==> src/rtl/fetch_unit_pkg.sv <==
// Shared front-end definitions: data widths, fetch defaults, FSM and
// next-PC select encodings, the pending-redirect payload and the RV32I
// major opcodes used across the pipeline.
package fetch_unit_pkg;

    localparam int unsigned XLEN    = 32;
    localparam int unsigned IMEM_AW = 14;

    // Default first fetch address and bubble instruction (addi x0,x0,0)
    localparam logic [XLEN-1:0] RESET_PC_DEFAULT = 32'h4000_0000;
    localparam logic [XLEN-1:0] NOP_INST_DEFAULT = 32'h0000_0013;

    // RV32I major opcodes
    localparam logic [6:0] OPC_LOAD   = 7'b000_0011;
    localparam logic [6:0] OPC_OP_IMM = 7'b001_0011;
    localparam logic [6:0] OPC_AUIPC  = 7'b001_0111;
    localparam logic [6:0] OPC_STORE  = 7'b010_0011;
    localparam logic [6:0] OPC_OP     = 7'b011_0011;
    localparam logic [6:0] OPC_LUI    = 7'b011_0111;
    localparam logic [6:0] OPC_BRANCH = 7'b110_0011;
    localparam logic [6:0] OPC_JALR   = 7'b110_0111;
    localparam logic [6:0] OPC_JAL    = 7'b110_1111;
    localparam logic [6:0] OPC_SYSTEM = 7'b111_0011;

    // Fetch front-end states
    typedef enum logic [1:0] {
        ST_BOOT  = 2'd0,
        ST_RUN   = 2'd1,
        ST_HOLD  = 2'd2,
        ST_FLUSH = 2'd3
    } fetch_state_e;

    // Which priority level won the next-PC selection this cycle
    typedef enum logic [1:0] {
        SEL_FREEZE   = 2'd0,
        SEL_REDIRECT = 2'd1,
        SEL_REPLAY   = 2'd2,
        SEL_SEQ      = 2'd3
    } pc_sel_e;

    // Redirect captured while the front end is stalled
    typedef struct packed {
        logic            valid;
        logic [XLEN-1:0] target;
    } redirect_t;

    // Word address into the 64 KiB instruction memory
    function automatic logic [IMEM_AW-1:0] word_addr(input logic [XLEN-1:0] pc);
        return pc[IMEM_AW+1:2];
    endfunction

    // Force a byte address onto a word boundary
    function automatic logic [XLEN-1:0] align_word(input logic [XLEN-1:0] pc);
        return {pc[XLEN-1:2], 2'b00};
    endfunction

endpackage

==> src/rtl/fetch_unit_pc_next_sel.sv <==
// pc_next_sel: combinational next-PC mux for the fetch front end.
// Priority: stall > redirect (live or pending) > load-use replay > sequential.
// Ports:
//   stall, redirect_take, redirect_target, hold_req : selection inputs
//   fetch_pc, pc_out                                 : current PC registers
//   sel_c, next_fetch_pc_c, next_pc_out_c            : chosen path and next PCs
module pc_next_sel
    import fetch_unit_pkg::*;
(
    input  logic            stall,
    input  logic            redirect_take,
    input  logic [XLEN-1:0] redirect_target,
    input  logic            hold_req,
    input  logic [XLEN-1:0] fetch_pc,
    input  logic [XLEN-1:0] pc_out,
    output pc_sel_e         sel_c,
    output logic [XLEN-1:0] next_fetch_pc_c,
    output logic [XLEN-1:0] next_pc_out_c
);

    // Sequential advance is the default; higher priorities override it
    always_comb begin
        sel_c           = SEL_SEQ;
        next_fetch_pc_c = fetch_pc + XLEN'(4);
        next_pc_out_c   = fetch_pc;
        if (stall) begin
            sel_c           = SEL_FREEZE;
            next_fetch_pc_c = fetch_pc;
            next_pc_out_c   = pc_out;
        end else if (redirect_take) begin
            // Target is fetched next cycle and reported as pc_out during the squash
            sel_c           = SEL_REDIRECT;
            next_fetch_pc_c = redirect_target;
            next_pc_out_c   = redirect_target;
        end else if (hold_req) begin
            sel_c           = SEL_REPLAY;
            next_fetch_pc_c = fetch_pc;
            next_pc_out_c   = pc_out;
        end
    end

endmodule

==> src/rtl/fetch_unit.sv <==
// fetch_unit: instruction fetch front end with stall, load-use hold and
// branch/jump redirect handling against a one-cycle-latency instruction memory.
// Ports:
//   clk, rst (sync, active-high)
//   stall, load_hazard, redirect_valid, redirect_pc : pipeline control
//   imem_addr, imem_rdata                           : instruction memory
//   inst_out, pc_out, pc_tag, inst_valid            : to decode / hazard unit
// fetch_pc is the address being issued; pc_out is the address whose data
// returns this cycle. inst_out/inst_valid decode the registered state and
// pass memory read data straight through while running.
module fetch_unit
    import fetch_unit_pkg::*;
#(
    parameter logic [XLEN-1:0] RESET_PC = RESET_PC_DEFAULT,
    parameter logic [XLEN-1:0] NOP_INST = NOP_INST_DEFAULT
) (
    input  logic               clk,
    input  logic               rst,
    input  logic               stall,
    input  logic               load_hazard,
    input  logic               redirect_valid,
    input  logic [XLEN-1:0]    redirect_pc,
    output logic [IMEM_AW-1:0] imem_addr,
    input  logic [XLEN-1:0]    imem_rdata,
    output logic [XLEN-1:0]    inst_out,
    output logic [XLEN-1:0]    pc_out,
    output logic [IMEM_AW-1:0] pc_tag,
    output logic               inst_valid
);

    fetch_state_e    state_q;
    fetch_state_e    state_d;
    logic [XLEN-1:0] fetch_pc_q;
    logic [XLEN-1:0] pc_out_q;
    logic [XLEN-1:0] hold_inst_q;
    redirect_t       pend_q;

    logic            redirect_take_c;
    logic [XLEN-1:0] redirect_target_c;
    logic            hold_req_c;
    logic            hold_capture_c;
    pc_sel_e         sel_c;
    logic [XLEN-1:0] next_fetch_pc_c;
    logic [XLEN-1:0] next_pc_out_c;

    // A live redirect is newer than any pending one; load hazards only
    // matter while a real instruction is being presented
    always_comb begin
        redirect_take_c   = redirect_valid | pend_q.valid;
        redirect_target_c = redirect_valid ? align_word(redirect_pc) : pend_q.target;
        hold_req_c        = load_hazard && ((state_q == ST_RUN) || (state_q == ST_HOLD));
    end

    pc_next_sel u_pc_next_sel (
        .stall           (stall),
        .redirect_take   (redirect_take_c),
        .redirect_target (redirect_target_c),
        .hold_req        (hold_req_c),
        .fetch_pc        (fetch_pc_q),
        .pc_out          (pc_out_q),
        .sel_c           (sel_c),
        .next_fetch_pc_c (next_fetch_pc_c),
        .next_pc_out_c   (next_pc_out_c)
    );

    // State register
    always_ff @(posedge clk) begin
        if (rst) begin
            state_q <= ST_BOOT;
        end else begin
            state_q <= state_d;
        end
    end

    // Next state and instruction presentation
    always_comb begin
        state_d        = state_q;
        inst_out       = NOP_INST;
        inst_valid     = 1'b0;
        hold_capture_c = 1'b0;

        case (state_q)
            ST_RUN: begin
                inst_out   = imem_rdata;
                inst_valid = 1'b1;
            end
            ST_HOLD: begin
                inst_out   = hold_inst_q;
                inst_valid = 1'b1;
            end
            default: begin
            end
        endcase

        case (sel_c)
            SEL_REDIRECT: state_d = ST_FLUSH;
            SEL_SEQ:      state_d = ST_RUN;
            SEL_FREEZE, SEL_REPLAY: begin
                // Freezing in BOOT/FLUSH/HOLD keeps the state; RUN parks its data
                if (state_q == ST_RUN) begin
                    state_d        = ST_HOLD;
                    hold_capture_c = 1'b1;
                end
            end
            default: begin
            end
        endcase
    end

    // PC, held-instruction and pending-redirect registers
    always_ff @(posedge clk) begin
        if (rst) begin
            fetch_pc_q  <= RESET_PC;
            pc_out_q    <= RESET_PC;
            hold_inst_q <= NOP_INST;
            pend_q      <= '0;
        end else begin
            fetch_pc_q <= next_fetch_pc_c;
            pc_out_q   <= next_pc_out_c;

            if (hold_capture_c) begin
                hold_inst_q <= imem_rdata;
            end else if (sel_c == SEL_REDIRECT) begin
                hold_inst_q <= NOP_INST;
            end

            // Latest redirect seen during a stall wins; consumed once stall drops
            if (stall) begin
                if (redirect_valid) begin
                    pend_q <= '{valid: 1'b1, target: align_word(redirect_pc)};
                end
            end else begin
                pend_q <= '0;
            end
        end
    end

    // Reset forces the boot address onto the memory port immediately
    always_comb begin
        imem_addr = rst ? word_addr(RESET_PC) : word_addr(fetch_pc_q);
        pc_out    = pc_out_q;
        pc_tag    = word_addr(pc_out_q);
    end

endmodule

==> config.mk <==
export PLATFORM = sky130hd
export DESIGN_NAME = fetch_unit
export DESIGN_NICKNAME = d
export VERILOG_FILES = /design/src/rtl/fetch_unit_pkg.sv /design/src/rtl/fetch_unit_pc_next_sel.sv /design/src/rtl/fetch_unit.sv
export SDC_FILE = /design/constraint.sdc
export NUM_CORES = 1
export LEC_CHECK = 0
export ABC_AREA = 0
export CORE_ASPECT_RATIO = 0.5
export CORE_MARGIN = 2
export CORE_UTILIZATION = 45
export DETAILED_ROUTE_END_ITERATION = 7
export DONT_BUFFER_PORTS = 1
export GPL_TIMING_DRIVEN = 0
export PLACE_DENSITY = 0.57
export SLEW_MARGIN = 20
export SYNTH_ARGS = -nofsm -noshare
export SYNTH_HDL_FRONTEND = slang
export SYNTH_SLANG_ARGS = --single-unit
==> constraint.sdc <==
create_clock -name clk -period 2.6 [get_ports clk]
set_input_delay 0.13 -clock clk [delete_from_list [all_inputs] [get_ports clk]]
set_output_delay 0.13 -clock clk [all_outputs]
set_load 0.1 [all_outputs]
**Word level (Yosys, flattened, before mapping)**

Cells that the tools add are included.

- Bits in registers: 129
- Logic and storage cells: 41
- Input bits: 69
- Output and inout bits: 93

- Add/sub/neg operators: 1
- Multiplexer cells: 17
- Bitwise gates (word level): 2
- Reduce and logical (&&, ||, !) cells: 8
- Equality and inequality tests: 7

Operator list:

| operator | number |
|---|---|
| $mux 32 | 7 |
| $pmux 32 s2 | 1 |
| $add 32x3->32 const B | 1 |
| $mux 14 | 1 |
| $eq 2x2->1 const B | 3 |
| $mux 2 | 3 |
| $pmux 2 s3 | 1 |
| $reduce_or 2->1 | 3 |
| $eq 2x1->1 const B | 2 |
| $mux 1 | 4 |
| $ne 2x2->1 const B | 2 |
| $logic_not 2->1 | 1 |
| $reduce_and 2->1 | 1 |
| $reduce_bool 2->1 | 1 |
| $logic_and 1x1->1 | 1 |
| $logic_or 1x1->1 | 1 |
| $not 1->1 | 1 |
| $or 1x1->1 | 1 |

**Longest topological paths before layout**

- Word-level depth: 10
- Depth in mapped cells: 10
- Depth with buffers taken out: 7

**Cells and area by module**

From an unflattened synthesis, not the netlist that was laid out.

- Cell total of the unflattened synthesis: 840
- Area total of the unflattened synthesis: 6,815.3 sq um

Modules (own cells, without submodules):

| module | instances | area an instance (sq um) | cells each | seq. area each (sq um) |
|---|---|---|---|---|
| fetch_unit | 1 | 4,817.1 | 498 | 2,582.5 |
| pc_next_sel | 1 | 1,998.2 | 342 | 0.0 |

**Worst setup path before layout**

No wires, ideal clock.

- Path type: flip-flop to output port
- From: register state_q[1]
- To: output port inst_out[11]
- Cell stages (with the launch flop): 7
- Slack: 0.091 ns
- Arrival: 2.379 ns
- Cell sequence: dfxtp_1 inv_1 ha_1 clkbuf_1 clkbuf_1 a22oi_1 nor2_1

- Cells in the longest elaborated chain, start to end: 2
- Elaborated cells on any way between the ends: 3

Ends and longest elaborated chain:

| element | line | source |
|---|---|---|
| from (decl) | fetch_unit.sv:31 | `fetch_state_e state_q;` |
| from (signal assigned) | fetch_unit.sv:71 | `state_q <= state_d;` |
| $eq 2x2->1 or $eq 2x1->1 (tied branches) | fetch_unit.sv:82 | `case (state_q)` |
| $pmux 32 s2 * | fetch_unit.sv:82 |  |
| to (decl) | fetch_unit.sv:25 | `output logic [XLEN-1:0] inst_out,` |

Every way passes the cells marked *; elsewhere a longest branch is shown, timed or not.

**Final worst setup path**

- From: register state_q[0]
- To: register state_q[1]

- Cells in the longest elaborated chain, start to end: 9
- Elaborated cells on any way between the ends: 14

Ends and longest elaborated chain:

| element | line | source |
|---|---|---|
| $eq 2x1->1 or $eq 2x2->1 (tied branches) | fetch_unit.sv:51, fetch_unit.sv:100 |  |
| $logic_or 1x1->1 | fetch_unit.sv:51 | `hold_req_c = load_hazard && ((state_q == ST_RUN) \|\| (state_q == ST_HOLD));` |
| $logic_and 1x1->1 | fetch_unit.sv:51 |  |
| $mux 1 | fetch_unit_pc_next_sel.sv:35 | `end else if (hold_req) begin` |
| $mux 2 | fetch_unit_pc_next_sel.sv:30 | `end else if (redirect_take) begin` |
| $mux 2 | fetch_unit_pc_next_sel.sv:26 | `if (stall) begin` |
| $eq 2x2->1 or $logic_not 2->1 (tied branches) | fetch_unit.sv:95 | `case (sel_c)` |
| $reduce_or 2->1 | fetch_unit.sv:95 |  |
| $pmux 2 s3 or $ne 2x2->1 (tied branches) | -- |  |

Several ways; a longest one is shown, not always the timed one.
A chain may end at the register's enable or synchronous reset.

==> results.ini <==
[run_status]
status=finished clean

[critical_path]
critPathKind=flip-flop to flip-flop
cp-start-kind=flip-flop
crit_fanout=10
worstSetupEndpointType=flip-flop
path_buf_inv=4
path_delay_family=buffers and inverters
critical_path.most_common_cell=clkbuf_2
cp_cell_sequence=inv_1, ha_1, clkbuf_1, nor2b_2, a21o_2, clkbuf_2, clkbuf_2, o21ai_0, a21oi_1
required_ps=2940
cp_slowest_stage_delay_ps=350
arrival_ps=2820
cpMaxStageDelayCell=dfxtp_1

[global_routing]
grt_pass1_vias=5744
overflow=0
antenna_found_initial=0
gr-usage-all-layers_pct=31.3
grt_first_pass_wirelength_microns=34600
grt_max_degree=17

[placement]
pre_cts_ws_ps=-433
gp_routability_congestion=0.952
dpl.hpwl_microns=15800
port_buffers=0

[sta]
slew_violations=0
period_minus_slack_ps=2480
worst_pin_slew_ps=1120
hold_violations=0
finClkSkew_ps=8.20
hold_ws_ps=4.72
setup_tns_ps=0
fmax_ghz=0.403
period_share_pct=95.3
setup_viol=0
worst_slack_ps=121
slew_headroom_pct=24.9
rsz0062_at_grt=no

[clock_tree]
clk_latency_ps=420
cts_tree=yes
cts_num_sinks=125
clk_pin_slew_worst_paths_ps=60
cts.root.buffer_cell=clkbuf_16
cts-buffers-inserted=17
cts_max_level=4
cts_buffer_depth=2

[die]
core_sq_mm=0.0134
boundaryPins=162
die_w_microns=169
start_util_pct=45.7
design.die.area_sq_mm=0.0146
num_rows=30
die_h_microns=86.6

[synthesis]
synth_top_area_share_pct=40.8
ys_types=53
yosysSeqAreaShare_pct=40.8
syn_avg_cell_area_sq_um=7.72
synth_cells=795
ys.flop_type=dfxtp_1
synthesis.area_sq_mm=0.00613
yosys.area.top_type=dfxtp_1
synth_edf_count=0
synthArstFlopShare_pct=0
synth.top_cells.by_area=dfxtp_1 (41%), a21oi_1 (7.0%), nor2_1 (6.4%)
ys_ff_latch=125
synth-warning-count=0

[power]
clockPowerShare_pct=41.5
p_seq_share_pct=38.1
internal_power_mw=3.90
p_total_mw=6.12
vdd_drop_max_mv=0.366
p_leak_nw=2.79
power_density_mw_per_mm2=783
p_comb_share_pct=20.3
switching_power_mw=2.21
switching_share_pct=36.2

[detailed_routing]
antenna_left=0
drt-total-wl_microns=23000
drt-initial-drc-count=882
vias=6404
remaining_drc_errors=0
post_drt_wl_per_cell_microns=21.7
viasPerCell=6.06
first_pass_iters=5

[layout]
fin_nets=940
area.growth.synth_to_final_pct=27.4
layout-drive-gt1-share_pct=14.5
n_antenna_cell=0
fillers=1242
utilization_pct=58.1

[run]
cap_violations=0

[min_path]
hold_class=input pin to flip-flop

-- layout make-up --
| cell class | count | area, sq um | area share, % |
|---|---|---|---|
| Inverter | 6 | 26.3 | 0.336 |
| Clock buffer | 20 | 467 | 5.97 |
| Timing Repair Buffer | 54 | 534 | 6.84 |
| Clock inverter | 12 | 158 | 2.02 |
| Buffer | 84 | 412 | 5.27 |
| Multi-Input combinational cell | 580 | 3490 | 44.7 |
| Tap cell | 176 | 220 | 2.82 |
| Sequential cell | 125 | 2500 | 32.0 |
-- final timing paths --
check	from	to	slack (ps)	cells past startpoint
setup / recovery	state_q[0]	state_q[1]	120	9
hold / removal	redirect_pc[18]	pend_q[18]	5	2
setup reg to reg	state_q[0]	state_q[1]	120	9
hold reg to reg	hold_inst_q[28]	hold_inst_q[28]	470	2
-- flip-flops by register name, summed over array words and instances, names as in the netlist --
register,flops
fetch_pc_q,30
hold_inst_q,32
pc_out,30
pend_q,31
state_q,2
-- timing repair --
item                                    CTS  global route
endpoints found under the hold margin    53             0
gates resized for setup                  45            25
pin swaps                                 1             1
hold buffers                             53             0
setup buffers                             0             0
endpoints found under the setup margin  109            83
gates cloned                              0             0
-- cells in the mapped netlist (2+ instances only) --
| cell type | n |
|---|---|
| a22oi_1 | 31 |
| or3_1 | 2 |
| o22a_1 | 2 |
| buf_4 | 16 |
| clkbuf_1 | 62 |
| o21ai_0 | 24 |
| o31ai_1 | 2 |
| or2_2 | 3 |
| nand2b_1 | 6 |
| a41oi_1 | 4 |
| nand3_1 | 43 |
| a311oi_1 | 3 |
| a31oi_1 | 8 |
| buf_1 | 5 |
| nor2_1 | 105 |
| nor3b_1 | 3 |
| and2_1 | 3 |
| o22ai_1 | 8 |
| a221o_1 | 3 |
| o211ai_1 | 18 |
| dfxtp_1 | 125 |
| o21a_1 | 2 |
| a22o_1 | 2 |
| and4_1 | 3 |
| nor2b_1 | 20 |
| mux2i_1 | 34 |
| buf_2 | 2 |
| ha_1 | 3 |
| nand2_1 | 100 |
| nor3_1 | 15 |
| nor4_1 | 6 |
| nand4_1 | 11 |
| and3_1 | 3 |
| inv_1 | 6 |
| a21oi_1 | 86 |
| a211oi_1 | 8 |
| o311ai_0 | 2 |
-- worst reg2reg max path: stages, from the launching register on --
cell      delay [ps]
dfxtp_1          350
inv_1             50
ha_1             280
clkbuf_1         190
nor2b_2          330
a21o_2           270
clkbuf_2         300
clkbuf_2         340
o21ai_0          150
a21oi_1          150
-- power groups by stage --
stage | combinational, mW | sequential [mW] | clock [mW]
floorplan | 0.871 | 2.34 | 0
global placement | 1.06 | 2.37 | 0
detailed placement | 1.09 | 2.37 | 0
CTS | 1.22 | 2.33 | 2.56
global route | 1.31 | 2.34 | 2.65
finish | 1.24 | 2.33 | 2.54
-- layer usage --
layer  track usage, %  up-vias  wire length [microns]
li1                 -     2958                      -
met4             7.38        0                    290
met3             7.08       37                   2550
met2             44.5      368                   9240
met5                0        -                      0
met1             47.6     3041                  10900
-- layout by cell type (no fill, tap or decap), types with 4 or more instances in the layout --
cell type	instances
nand2b_1	6
a211oi_1	8
nor2_4	29
nor2b_2	15
inv_1	5
o21ai_0	24
clkbuf_16	17
nand4_1	11
a21oi_1	85
nor2_1	76
buf_1	6
a41oi_1	4
dlygate4sd3_1	53
nor2b_1	5
a22oi_1	31
a31oi_1	8
clkbuf_2	21
clkinvlp_4	4
nor3_1	15
nand2_1	100
nor4_1	6
o22ai_1	8
o211ai_1	18
dfxtp_1	125
nand3_1	43
mux2i_1	34
buf_4	16
clkbuf_1	38
-- per-stage QoR --
stage / cells / area (sq um)
after floorplan: 796 / 6140
after global placement: 972 / 6360
after detailed placement: 973 / 6470
after CTS: 1058 / 7790
after global routing: 1057 / 7810
final: 1057 / 7810
-- kinds of logic after synthesis --
group / after synthesis / share of synthesized area, %
AOI/OAI and AO/OA: 212 / 21.7
adders and majority gates: 3 / 0.612
buffers and inverters: 91 / 6.59
DFF: 125 / 40.8
muxes: 35 / 5.73
other: 1 / 0.0611
and+or+nand+nor: 328 / 24.6
(Power assumes the default switching activity.)
